[src/rtl/uart_frame_receiver.sv]
// uart_frame_receiver: 8N1 UART receiver that writes incoming bytes sequentially
// into frame RAM. It flags bad stop bits and abandons a partial frame after a
// long idle gap.
module uart_frame_receiver #(
  parameter int CLKS_PER_BIT    = 1085,
  parameter int BYTES_PER_FRAME = 6144,
  parameter int ADDR_WIDTH      = 15,
  parameter int TIMEOUT_CLKS    = 125000
) (
  input  logic                  Clk,
  input  logic                  i_Reset,
  input  logic                  i_RX,
  input  logic                  i_Enable,
  output logic [7:0]            o_Data,
  output logic [ADDR_WIDTH-1:0] o_Write_Adress,
  output logic                  o_Write_Enable,
  output logic                  o_Frame_Done,
  output logic                  o_Framing_Error,
  output logic                  o_Timeout,
  output logic                  o_Busy
);

  localparam int CNT_W = $clog2(CLKS_PER_BIT);
  localparam int TO_W  = $clog2(TIMEOUT_CLKS);
  localparam logic [CNT_W-1:0]      C_HALF_LAST = CNT_W'(CLKS_PER_BIT / 2 - 1);
  localparam logic [CNT_W-1:0]      C_BIT_LAST  = CNT_W'(CLKS_PER_BIT - 1);
  localparam logic [TO_W-1:0]       C_TO_LAST   = TO_W'(TIMEOUT_CLKS - 1);
  localparam logic [ADDR_WIDTH-1:0] C_ADDR_LAST = ADDR_WIDTH'(BYTES_PER_FRAME - 1);

  typedef enum logic [2:0] {S_IDLE, S_START, S_DATA, S_STOP, S_BREAK} state_t;

  state_t                r_state;
  state_t                w_state_next;
  logic                  r_rx_meta;
  logic                  r_rx_s;
  logic [CNT_W-1:0]      r_clk_cnt;
  logic [2:0]            r_bit_cnt;
  logic [7:0]            r_shift;
  logic [ADDR_WIDTH-1:0] r_addr_cnt;
  logic [TO_W-1:0]       r_to_cnt;

  logic w_half_tick;
  logic w_bit_tick;
  logic w_cnt_clear;
  logic w_shift_en;
  logic w_byte_good;
  logic w_frame_err;
  logic w_timeout_hit;
  logic w_last_addr;
  logic w_busy;

  assign w_half_tick = (r_clk_cnt == C_HALF_LAST);
  assign w_bit_tick  = (r_clk_cnt == C_BIT_LAST);

  // Two-flop synchroniser for the asynchronous RX line (idle level is high)
  always_ff @(posedge Clk or posedge i_Reset) begin
    if (i_Reset) begin
      r_rx_meta <= 1'b1;
      r_rx_s    <= 1'b1;
    end else begin
      r_rx_meta <= i_RX;
      r_rx_s    <= r_rx_meta;
    end
  end

  // FSM state register
  always_ff @(posedge Clk or posedge i_Reset) begin
    if (i_Reset) r_state <= S_IDLE;
    else         r_state <= w_state_next;
  end

  // FSM next-state logic: start/data/stop sampled at bit centres
  always_comb begin
    w_state_next = r_state;
    case (r_state)
      S_IDLE:  if (!r_rx_s && i_Enable) w_state_next = S_START;
      S_START: if (w_half_tick) w_state_next = r_rx_s ? S_IDLE : S_DATA;
      S_DATA:  if (w_bit_tick && r_bit_cnt == 3'd7) w_state_next = S_STOP;
      S_STOP:  if (w_bit_tick) w_state_next = r_rx_s ? S_IDLE : S_BREAK;
      S_BREAK: if (r_rx_s) w_state_next = S_IDLE;
      default: w_state_next = S_IDLE;
    endcase
  end

  // FSM output decode: counter control, sampling strobes and event qualifiers
  always_comb begin
    w_cnt_clear   = (r_state == S_IDLE) || (r_state == S_BREAK) || (w_state_next != r_state);
    w_shift_en    = 1'b0;
    w_byte_good   = 1'b0;
    w_frame_err   = 1'b0;
    w_timeout_hit = 1'b0;
    w_last_addr   = (r_addr_cnt == C_ADDR_LAST);
    w_busy        = (r_state != S_IDLE);
    if (r_state == S_DATA && w_bit_tick) begin
      w_shift_en  = 1'b1;
      w_cnt_clear = 1'b1;
    end
    if (r_state == S_STOP && w_bit_tick) begin
      w_byte_good = r_rx_s;
      w_frame_err = !r_rx_s;
    end
    if (r_state == S_IDLE && r_addr_cnt != '0 && r_to_cnt == C_TO_LAST)
      w_timeout_hit = 1'b1;
  end

  assign o_Busy = w_busy;

  // Baud counter, bit counter and LSB-first shift register
  always_ff @(posedge Clk or posedge i_Reset) begin
    if (i_Reset) begin
      r_clk_cnt <= '0;
      r_bit_cnt <= '0;
      r_shift   <= '0;
    end else begin
      if (w_cnt_clear) r_clk_cnt <= '0;
      else             r_clk_cnt <= r_clk_cnt + 1'b1;
      if (r_state == S_IDLE) r_bit_cnt <= '0;
      else if (w_shift_en)   r_bit_cnt <= r_bit_cnt + 1'b1;
      if (w_shift_en) r_shift <= {r_rx_s, r_shift[7:1]};
    end
  end

  // Idle timer: only counts while idle part-way through a frame
  always_ff @(posedge Clk or posedge i_Reset) begin
    if (i_Reset) begin
      r_to_cnt <= '0;
    end else if (r_state != S_IDLE || r_addr_cnt == '0 || w_timeout_hit) begin
      r_to_cnt <= '0;
    end else begin
      r_to_cnt <= r_to_cnt + 1'b1;
    end
  end

  // Write port, address counter and one-cycle event pulses
  always_ff @(posedge Clk or posedge i_Reset) begin
    if (i_Reset) begin
      o_Data          <= '0;
      o_Write_Adress  <= '0;
      o_Write_Enable  <= 1'b0;
      o_Frame_Done    <= 1'b0;
      o_Framing_Error <= 1'b0;
      o_Timeout       <= 1'b0;
      r_addr_cnt      <= '0;
    end else begin
      o_Write_Enable  <= w_byte_good;
      o_Frame_Done    <= w_byte_good && w_last_addr;
      o_Framing_Error <= w_frame_err;
      o_Timeout       <= w_timeout_hit;
      if (w_byte_good) begin
        o_Data         <= r_shift;
        o_Write_Adress <= r_addr_cnt;
        r_addr_cnt     <= w_last_addr ? '0 : r_addr_cnt + 1'b1;
      end else if (w_timeout_hit) begin
        r_addr_cnt <= '0;
      end
    end
  end

endmodule

[config.mk]
export PLATFORM = sky130hd
export DESIGN_NAME = uart_frame_receiver
export DESIGN_NICKNAME = d
export VERILOG_FILES = /design/src/rtl/uart_frame_receiver.sv
export SDC_FILE = /design/constraint.sdc
export NUM_CORES = 1
export LEC_CHECK = 0
export BUFFER_PORTS_ARGS = -buffer_cell sky130_fd_sc_hd__clkbuf_2
export CORE_AREA = 4 4 86 120
export DETAILED_ROUTE_END_ITERATION = 8
export DIE_AREA = 0 0 90 124
export SETUP_SLACK_MARGIN = 0.5
export SLEW_MARGIN = 20
export SYNTH_ARGS = -nofsm -noshare
export SYNTH_HDL_FRONTEND = slang
export SYNTH_SLANG_ARGS = --single-unit
[constraint.sdc]
create_clock -name Clk -period 5.8 [get_ports Clk]
set_input_delay 0.58 -clock Clk [delete_from_list [all_inputs] [get_ports Clk]]
set_output_delay 0.58 -clock Clk [all_outputs]
set_load 0.05 [all_outputs]
==> results of run 1 <==
## worst max path at each step
stage | endpoint | slack [ns] | cells past startpoint
global placement | r_addr_cnt[11]$_DFFE_PP0P_ | 3.39 | 5
global route | o_Busy | 3.17 | 3
CTS | o_Busy | 3.29 | 3
finish | r_addr_cnt[11]$_DFFE_PP0P_ | 3.36 | 5
detailed placement | r_addr_cnt[11]$_DFFE_PP0P_ | 3.36 | 5
floorplan | o_Data[0]$_DFFE_PP0P_ | 3.00 | 1
## logic make-up after synthesis
group	synth area share, %
and+or+nand+nor	20.6
DFF	52.9
adders and majority gates	2.46
buffers and inverters	3.07
muxes	9.06
xor gates and xnor gates	5.16
AOI/OAI and AO/OA	6.76
## synthesized netlist by cell type (2+ instances only)
cell type                  instances  area share, %
sky130_fd_sc_hd__nand3_1          21            2.6
sky130_fd_sc_hd__nand3b_1          3           0.55
sky130_fd_sc_hd__and4_1            5            1.1
sky130_fd_sc_hd__mux2_2           31            8.6
sky130_fd_sc_hd__o31ai_1           2           0.37
sky130_fd_sc_hd__nand4b_1          2           0.43
sky130_fd_sc_hd__and2_1            4           0.61
sky130_fd_sc_hd__nor4_1            3           0.46
sky130_fd_sc_hd__nor2_1           40            3.7
sky130_fd_sc_hd__and3_1            8            1.2
sky130_fd_sc_hd__o21a_1            2           0.37
sky130_fd_sc_hd__o211ai_1          3           0.55
sky130_fd_sc_hd__mux2i_1           2           0.49
sky130_fd_sc_hd__o21ai_0          15            1.8
sky130_fd_sc_hd__xor2_1           14            3.0
sky130_fd_sc_hd__inv_1            10           0.92
sky130_fd_sc_hd__nor3b_1           2           0.37
sky130_fd_sc_hd__buf_6             3           0.83
sky130_fd_sc_hd__nor3_1           12            1.5
sky130_fd_sc_hd__dfrtp_1          84             52
sky130_fd_sc_hd__or3_1             6           0.92
sky130_fd_sc_hd__nand4_1           7            1.1
sky130_fd_sc_hd__nand2_1          29            2.7
sky130_fd_sc_hd__nor2b_1           5           0.77
sky130_fd_sc_hd__ha_1              8            2.5
sky130_fd_sc_hd__xnor2_1          10            2.2
sky130_fd_sc_hd__a21o_1            2           0.37
sky130_fd_sc_hd__clkbuf_1          9           0.83
sky130_fd_sc_hd__dfstp_2           2            1.3
sky130_fd_sc_hd__a31oi_1           5           0.77
sky130_fd_sc_hd__a21oi_1           8           0.98
## final cells by class
class	instances	area, µm²	area share (%)
flip-flops and latches	86	2150	46.9
repair buffers	32	166	3.62
well taps	110	138	2.99
inverters	11	42.5	0.926
clock buffers	11	243	5.28
multi-input cells	266	1790	39.0
clock inverters	5	58.8	1.28
## through the flow
stage	std cells	power [mW]	utilization, %	area (µm²)
after floorplan	378	0.725	-	4070
after global placement	505	0.745	46.1	4290
after detailed placement	505	0.749	46.1	4290
after CTS	521	1.33	49.4	4590
after global routing	521	1.37	49.4	4600
final	521	1.31	49.4	4600
## layer usage
| layer | vias to the layer above | wire length (µm) |
|---|---|---|
| met5 | - | 0 |
| met4 | 0 | 140 |
| met1 | 1396 | 3220 |
| li1 | 1383 | - |
| met2 | 36 | 4010 |
| met3 | 9 | 209 |
## power groups by stage
stage               Sequential, mW  Combinational [mW]  Clock, mW
global placement             0.663              0.0813          0
finish                       0.653              0.0839      0.572
global route                 0.658              0.0988      0.613
floorplan                    0.658              0.0668          0
detailed placement           0.664              0.0846          0
CTS                          0.653              0.0866      0.589
## flip-flops by register name, indices dropped and copies added, names as in the netlist
name / count
o_Write_Enable: 1
r_rx_meta: 1
r_shift: 8
o_Framing_Error: 1
r_addr_cnt: 15
o_Write_Adress: 15
r_state: 3
o_Timeout: 1
r_rx_s: 1
r_to_cnt: 17
o_Data: 8
r_clk_cnt: 11
o_Frame_Done: 1
r_bit_cnt: 3
## critical path, stage by stage, from the launching register on
cell	delay, ns
sky130_fd_sc_hd__dfrtp_1	0.41
sky130_fd_sc_hd__or3_4	0.42
sky130_fd_sc_hd__or4_4	0.78
sky130_fd_sc_hd__a31o_2	0.34
sky130_fd_sc_hd__or3_1	0.34
sky130_fd_sc_hd__nand3_1	0.08
==> flow_summary.ini, run 1 <==
[grt]
use_met2_pct = 26.1
grt_use_met1_pct = 17.1
antenna_violations_before_repair = 0
via_count_of_the_first_global_routing_pass = 2782
grt_max_degree = 87
track_usage_pct = 14.8
grt_pass1_wl_um = 13200
met3_usage_pct = 3.50
globalRoute.totalOverflow = 0
gr-max-usage-layer = met2

[routing]
post-route-drc-count = 0
via_per_inst = 5.42
via_count = 2824
drtIter0Drc = 81
drt_antenna_net_count = 0
detail_route.wl_per_cell_um = 14.5
detail_route.wirelength_um = 7580
drt_pass1_iterations = 4

[finish]
n_fill_cell = 862
layout.nets = 418
final_cell_mix = 84 x sky130_fd_sc_hd__dfrtp_1, 40 x sky130_fd_sc_hd__nor2_1, 31 x sky130_fd_sc_hd__mux2_2, 31 x sky130_fd_sc_hd__clkbuf_2, 29 x sky130_fd_sc_hd__nand2_1
area_growth_syn_to_layout_pct = 12.8
final_layout_size_suffix_gt1_share_pct = 21.7
num_antenna_cells = 0
mostFrequentLayoutCell = sky130_fd_sc_hd__dfrtp_1

[sta]
slew_violations = 0
hold_viol = 0
worst_slew_pin_slew_ns = 0.767
timing.final.ws_setup_ns = 3.36
timing.clock.skew_ns = 0.00783
fmaxAchievable_mhz = 410
period_needed_ns = 2.44
timing.setup.tns_ns = 0
fin_worst_hold_slack_ns = 0.328
layout_worst_path_cycle_share_pct = 42.1
timing.slew.headroom_pct = 48.9
report.final.setup_viol = 0
grt_setup_unrepaired = false

[synth]
synth-edff-count = 0
synthDistinctLibCells = 52
synthFlopType = sky130_fd_sc_hd__dfrtp_1
synth_area_um2 = 4070
avgSynthCellArea_um2 = 10.8
yosysWarningCount = 0
asyncSetResetFlopFracSynth_pct = 100
yosys_register_bits = 86
netlist_instances = 378
syn-num-nets = 390
proportion_of_synthesized_chip_area_in_sequential_cells_pct = 52.9

[power_and_ir_drop]
ir_worst_vdd_v = 0.000128
total_leakage_power_nw = 2.13
pwr-share-seq_pct = 49.9
powerDensity_nw_per_um2 = 285
comb_power_share_pct = 6.4
intPower_mw = 1.01
switching_share_pct = 23.2
power.share.clock_pct = 43.7
net-switching-power_mw = 0.304

[floorplan]
core_area_um2 = 9300
initial_core_util_pct = 43.8
dieWidth_um = 90
core.rowCount = 42
floorplan.io_pins = 32
die_h_um = 124
die_area_um2 = 11200

[clocking]
cts_tree = done
cts-hold-fix-buffers = 0
cts.reportedPaths.clkPinSlew_ns = 0.06
cts_htree_levels = 3
count_of_buffers_added_by_post_cts_timing_repair_for_setup = 0
tritoncts.num_buffers = 9
maximum_number_of_buffers_from_clock_root_to_sink = 2
worstSkewPairLatency_ns = 0.34
post_cts.resized_instances = 0
root_buffer = sky130_fd_sc_hd__clkbuf_16
clock_sinks = 86

[critical_path]
highest_net_fanout_along_the_worst_path = 48
critPathLaunchType = flop
timing.rr.end = r_addr_cnt[11]$_DFFE_PP0P_
setup.worst_path.end_class = flop
crit_arrival_ns = 2.72
rrSetupSlack_ns = 3.36
reg2regPathDepth = 5
timing.critical_path.from = r_clk_cnt[6]$_DFF_PP0_
worstPathRequired_ns = 6.08
reg2reg_from = r_clk_cnt[6]$_DFF_PP0_
criticalPathCategory = flop to flop

[outcome]
outcome = completed

[job]
drv.max_cap_violation_count = 0

[placement]
portBuffers = 31
gp_congestion = 0.775
detailed_place_hpwl_um = 5180
setup_slack_placement_ns = 3.36

[worst_hold_path]
holdPathEnd = r_rx_meta$_DFF_PP1_
min_from = i_RX
worst_hold_path.num_cells = 1
hp-class = input pin to flop
Note: power is estimated with default switching activity, not from simulation.
==> run 2, diff against run 1 <==
==> constraint.sdc (replaced) <==
create_clock -name Clk -period 2.25 [get_ports Clk]
set_input_delay 0.225 -clock Clk [delete_from_list [all_inputs] [get_ports Clk]]
set_output_delay 0.225 -clock Clk [all_outputs]
set_load 0.05 [all_outputs]
==> run 2 against run 1 <==
Total power grew to 2.8 times the previous value. Non-clock buffer count grew 49. Count of clock-buffer cells in the layout grew 1. Global-route usage grew 1.8 points. Utilization grew 8.8 points. Sequential power grew to 2.6 times the previous value. First-iteration DRC count shrank 22%.
==> flow_summary.ini, run 2 (synthesis gave the netlist of run 1 again) <==
[outcome]
outcome = completed

[critical_path]
criticalPathCategory = flop to flop
critPathSlowestCell = sky130_fd_sc_hd__or4_4
setup.worst_path.end_class = flop
worstPathRequired_ns = 2.53
worstPathCellList = or3_4 -> or4_4 -> a31o_4 -> or3_1 -> nand3_2
highest_net_fanout_along_the_worst_path = 5
critPathLaunchType = flop
critPathMaxStageDelay_ns = 0.57
crit_arrival_ns = 2.32

[floorplan]
core.rowCount = 42
initial_core_util_pct = 43.8
die_area_um2 = 11200
floorplan.io_pins = 32
core_area_um2 = 9300
die_h_um = 124
dieWidth_um = 90

[routing]
drt_pass1_iterations = 4
post-route-drc-count = 0
via_count = 3108
drtIter0Drc = 63
detail_route.wirelength_um = 8850
detail_route.wl_per_cell_um = 15.5
via_per_inst = 5.45
drt_antenna_net_count = 0

[grt]
grt_max_degree = 36
via_count_of_the_first_global_routing_pass = 3072
globalRoute.totalOverflow = 0
track_usage_pct = 16.5
grt_pass1_wl_um = 14700
antenna_violations_before_repair = 0

[sta]
layout_worst_path_cycle_share_pct = 90.9
slew_violations = 0
fmaxAchievable_mhz = 489
period_needed_ns = 2.05
timing.setup.tns_ns = 0
report.final.setup_viol = 0
timing.clock.skew_ns = 0.00585
hold_viol = 0
worst_slew_pin_slew_ns = 0.628
timing.slew.headroom_pct = 58.0
grt_setup_unrepaired = true

[finish]
largest_reg_flops = 17
num_antenna_cells = 0
mostFrequentLayoutCell = sky130_fd_sc_hd__dfrtp_1
seq_area_um2 = 2160
final_cell_mix = 83 x sky130_fd_sc_hd__dfrtp_1, 39 x sky130_fd_sc_hd__nor2_1, 33 x sky130_fd_sc_hd__buf_4, 30 x sky130_fd_sc_hd__clkbuf_2, 28 x sky130_fd_sc_hd__nand2_1
area_growth_syn_to_layout_pct = 33.0
finish.utilization_pct = 58.2
largestRegisters = r_to_cnt x17, o_Write_Adress x15, r_addr_cnt x15
layout.nets = 468
multi_input_area_um2 = 2060
n_fill_cell = 786
final_layout_size_suffix_gt1_share_pct = 37.6
registers.top_by_ff_count = r_to_cnt

[clocking]
root_buffer = sky130_fd_sc_hd__clkbuf_16
worstSkewPairLatency_ns = 0.34
cts_htree_levels = 3
cts.reportedPaths.clkPinSlew_ns = 0.06
maximum_number_of_buffers_from_clock_root_to_sink = 2
clock_sinks = 86
cts_tree = done
tritoncts.num_buffers = 9

[power_and_ir_drop]
total_leakage_power_nw = 2.51
powerDensity_nw_per_um2 = 685
ir_worst_vdd_v = 0.000346

[placement]
gp_congestion = 0.808
portBuffers = 31
detailed_place_hpwl_um = 5610

[worst_hold_path]
hp-class = flop to flop

[job]
drv.max_cap_violation_count = 0
## run 2: cell types whose count changed in the layout (fill, tap and decap cells not counted), moves of 4 or more
| cell | change |
|---|---|
| sky130_fd_sc_hd__a21oi_1 | -4 |
| sky130_fd_sc_hd__a21oi_2 | +4 |
| sky130_fd_sc_hd__buf_12 | +5 |
| sky130_fd_sc_hd__buf_4 | +33 |
| sky130_fd_sc_hd__buf_6 | +8 |
| sky130_fd_sc_hd__mux2_2 | -8 |
| sky130_fd_sc_hd__mux2_4 | +8 |
| sky130_fd_sc_hd__nor3_1 | -8 |
| sky130_fd_sc_hd__nor3_2 | +6 |
| sky130_fd_sc_hd__o21ai_0 | -13 |
| sky130_fd_sc_hd__o21ai_1 | +10 |
## run 2: layout make-up
| cell class | count | area share, % |
|---|---|---|
| sequential | 86 | 39.8 |
| multi-input combinational | 267 | 38.1 |
| timing repair buffer | 81 | 12.5 |
| clock buffer | 12 | 4.74 |
| tap | 110 | 2.54 |
| clock inverter | 3 | 1.25 |
| inverter | 11 | 1.06 |
## run 2: per-layer routing
metal  vias to the layer above  track usage, %  routed length (µm)
met5                         -               0                   0
met4                         0            6.90                 153
met3                        10            3.26                 232
met2                        57            30.2                4730
met1                      1552            19.0                3740
li1                       1489               -                   -
## run 2: final timing paths
path | startpoint | end | slack, ns | depth (start not counted)
max in group asynchronous | i_Reset | o_Write_Adress[13]$_DFFE_PP0P_ | 1.18 | 4
hold reg to reg | r_rx_meta$_DFF_PP1_ | r_rx_s$_DFF_PP1_ | 0.36 | 0
setup / recovery | r_clk_cnt[7]$_DFF_PP0_ | r_addr_cnt[11]$_DFFE_PP0P_ | 0.20 | 5
min in group asynchronous | i_Reset | r_to_cnt[0]$_DFF_PP0_ | 0.51 | 3
setup reg to reg | r_clk_cnt[7]$_DFF_PP0_ | r_addr_cnt[11]$_DFFE_PP0P_ | 0.20 | 5
hold / removal | r_rx_meta$_DFF_PP1_ | r_rx_s$_DFF_PP1_ | 0.36 | 0
## run 2: critical path: cells and delay by family (launching register included)
| family | cells | cell delay, ns |
|---|---|---|
| and+or+nand+nor | 4 | 1.36 |
| DFF | 1 | 0.37 |
| AOI/OAI and AO/OA | 1 | 0.25 |
## run 2: power breakdown
part           leakage, nW  internal (mW)  switching [mW]  total, mW
clock                0.155           1.03           0.583       1.61
sequential            1.17           1.61          0.0592       1.67
combinational         1.18          0.223           0.204      0.427
## run 2: metrics by stage
step,area (µm²),hold slack (ns),instances,total power [mW],setup WS (ns)
after CTS,5160,0.357,557,3.69,0.178
after global routing,5420,0.362,570,3.86,0.124
after global placement,4480,0.315,520,1.94,0.174
final,5420,0.356,570,3.71,0.204
after detailed placement,4480,0.316,520,1.95,0.118
after floorplan,4150,0.229,378,1.87,0.243
## run 2: what timing repair did
item,CTS,global route
gates cloned,3,0
setup endpoints to repair,80,68
pin swaps,18,14
endpoints found under the hold margin,23,0
hold buffers,2,0
buffers inserted,17,13
resized for setup,31,38
==> run 3, diff against run 2 <==
--- a/config.mk
+++ b/config.mk
@@ -6,9 +6,10 @@
 export NUM_CORES = 1
 export LEC_CHECK = 0
 export BUFFER_PORTS_ARGS = -buffer_cell sky130_fd_sc_hd__clkbuf_2
-export CORE_AREA = 4 4 86 120
+export CORE_AREA = 4 4 115 90
 export DETAILED_ROUTE_END_ITERATION = 8
-export DIE_AREA = 0 0 90 124
+export DIE_AREA = 0 0 119 94
+export PLACE_DENSITY = 0.61
 export SETUP_SLACK_MARGIN = 0.5
 export SLEW_MARGIN = 20
 export SYNTH_ARGS = -nofsm -noshare
==> run 3 against run 2 <==
Flip-flop and latch count unchanged. Clock power down 16%. The run now ends with negative hold slack left. Highest routed layer unchanged. Critical path depth unchanged. Cell count up 2.5%. Hold slack worse by 0.37 ns. Combinational power down 9.6%. Final area down 2.9%. Largest cell class unchanged.
==> flow_summary.ini, run 3 (synthesis gave the netlist of run 1 again) <==
[routing]
via_per_inst = 5.26
post-route-drc-count = 0
detail_route.wl_per_cell_um = 15.4
drt_antenna_net_count = 0
detail_route.wirelength_um = 9010
drtIter0Drc = 276
via_count = 3070
drt_pass1_iterations = 4

[finish]
multi_input_area_um2 = 2030
registers.top_by_ff_count = r_to_cnt
final_layout_size_suffix_gt1_share_pct = 35.8
finish.utilization_pct = 56.3
final_cell_mix = 82 x sky130_fd_sc_hd__dfrtp_1, 38 x sky130_fd_sc_hd__nor2_1, 30 x sky130_fd_sc_hd__clkbuf_2, 28 x sky130_fd_sc_hd__nand2_1, 26 x sky130_fd_sc_hd__buf_4
area_growth_syn_to_layout_pct = 29.2
n_fill_cell = 786
largest_reg_flops = 17
mostFrequentLayoutCell = sky130_fd_sc_hd__dfrtp_1
seq_area_um2 = 2160
largestRegisters = r_to_cnt x17, o_Write_Adress x15, r_addr_cnt x15
layout.nets = 459
num_antenna_cells = 0

[critical_path]
reg2regPathDepth = 5
critPathLaunchType = flop
worstPathRequired_ns = 2.52
criticalPathCategory = flop to flop
crit_arrival_ns = 2.36
setup.worst_path.end_class = flop
highest_net_fanout_along_the_worst_path = 6

[grt]
track_usage_pct = 16.6
grt_pass1_wl_um = 14600
via_count_of_the_first_global_routing_pass = 2879
antenna_violations_before_repair = 0
grt_max_degree = 87
globalRoute.totalOverflow = 0

[outcome]
failing_checks = negative hold slack
outcome = complete, but fails checks

[floorplan]
floorplan.io_pins = 32
core.rowCount = 31
die_h_um = 94
die_area_um2 = 11200
dieWidth_um = 119
initial_core_util_pct = 43.6
core_area_um2 = 9350

[placement]
gp_congestion = 0.830
portBuffers = 31
detailed_place_hpwl_um = 5710

[sta]
fin_worst_hold_slack_ns = -0.0156
layout_worst_path_cycle_share_pct = 92.7
worst_slew_pin_slew_ns = 0.466
timing.clock.skew_ns = 0.00525
fmaxAchievable_mhz = 479
period_needed_ns = 2.09
grt_setup_unrepaired = true
timing.setup.tns_ns = 0
report.final.setup_viol = 0
slew_violations = 0
timing.slew.headroom_pct = 68.9
hold_viol = 22

[power_and_ir_drop]
ir_worst_vdd_v = 0.000447
total_leakage_power_nw = 2.42
powerDensity_nw_per_um2 = 650

[worst_hold_path]
hp-class = input pin to async pin

[clocking]
tritoncts.num_buffers = 9
cts_htree_levels = 3
worstSkewPairLatency_ns = 0.34
maximum_number_of_buffers_from_clock_root_to_sink = 2
root_buffer = sky130_fd_sc_hd__clkbuf_16
cts.reportedPaths.clkPinSlew_ns = 0.06
clock_sinks = 86
cts_tree = done

[job]
drv.max_cap_violation_count = 0
==> run 3: path summary, 6_finish.rpt <==
path / startpoint / to / slack [ns]
max in group asynchronous: i_Reset / o_Write_Adress[3]$_DFFE_PP0P_ / 1.89
worst min-delay path: i_Reset / r_to_cnt[8]$_DFF_PP0_ / -0.02
worst max-delay path: r_clk_cnt[6]$_DFF_PP0_ / r_addr_cnt[11]$_DFFE_PP0P_ / 0.16
min in group Clk: r_rx_meta$_DFF_PP1_ / r_rx_s$_DFF_PP1_ / 0.36
worst min register to register: r_rx_meta$_DFF_PP1_ / r_rx_s$_DFF_PP1_ / 0.36
worst max register to register: r_clk_cnt[6]$_DFF_PP0_ / r_addr_cnt[11]$_DFFE_PP0P_ / 0.16
==> run 3: layout make-up <==
cell class,instances,area share (%)
sequential,86,41.0
multi-input combinational,266,38.7
timing repair buffer,73,11.1
clock buffer,12,4.69
tap,132,3.14
inverter,11,0.951
clock inverter,4,0.428
==> run 3: report_power, final <==
part           total, mW  switching [mW]  internal, mW
sequential          1.68          0.0693          1.61
clock               1.35           0.576         0.772
combinational      0.386           0.197         0.189
==> run 3: repair_timing <==
action | 4_1_cts | 5_1_grt
pin swaps | 12 | 15
setup endpoints to repair | 67 | 76
endpoints found under the hold margin | 1 | 0
cloned | 1 | 0
gates resized for setup | 32 | 35
hold buffers | 1 | 0
setup buffers | 16 | 6
==> run 3: critical path, cell delays in order, from the launching register on <==
cell	delay, ns
sky130_fd_sc_hd__dfrtp_1	0.38
sky130_fd_sc_hd__or3_4	0.41
sky130_fd_sc_hd__or4_4	0.60
sky130_fd_sc_hd__a31o_4	0.26
sky130_fd_sc_hd__or3_1	0.30
sky130_fd_sc_hd__nand3_1	0.07
==> run 3: metal layers <==
layer / global-route usage (%) / routed length (µm) / vias up
met5: 0 / 0 / -
met2: 24.9 / 4220 / 60
li1: - / - / 1473
met4: 4.92 / 95 / 0
met1: 23.8 / 4390 / 1529
met3: 4.33 / 300 / 8
==> run 3: per-stage QoR <==
step	worst slack (ns)	instance area (µm²)	std cells	power (mW)	hold slack, ns
3_3_place_gp	0.154	4510	544	1.93	0.325
4_1_cts	0.170	5080	578	3.38	0.0196
3_5_place_dp	0.0858	4510	544	1.94	0.326
2_1_floorplan	0.243	4150	378	1.87	0.229
6_report	0.164	5260	584	3.42	-0.0156
5_1_grt	0.119	5260	584	3.58	0.0327
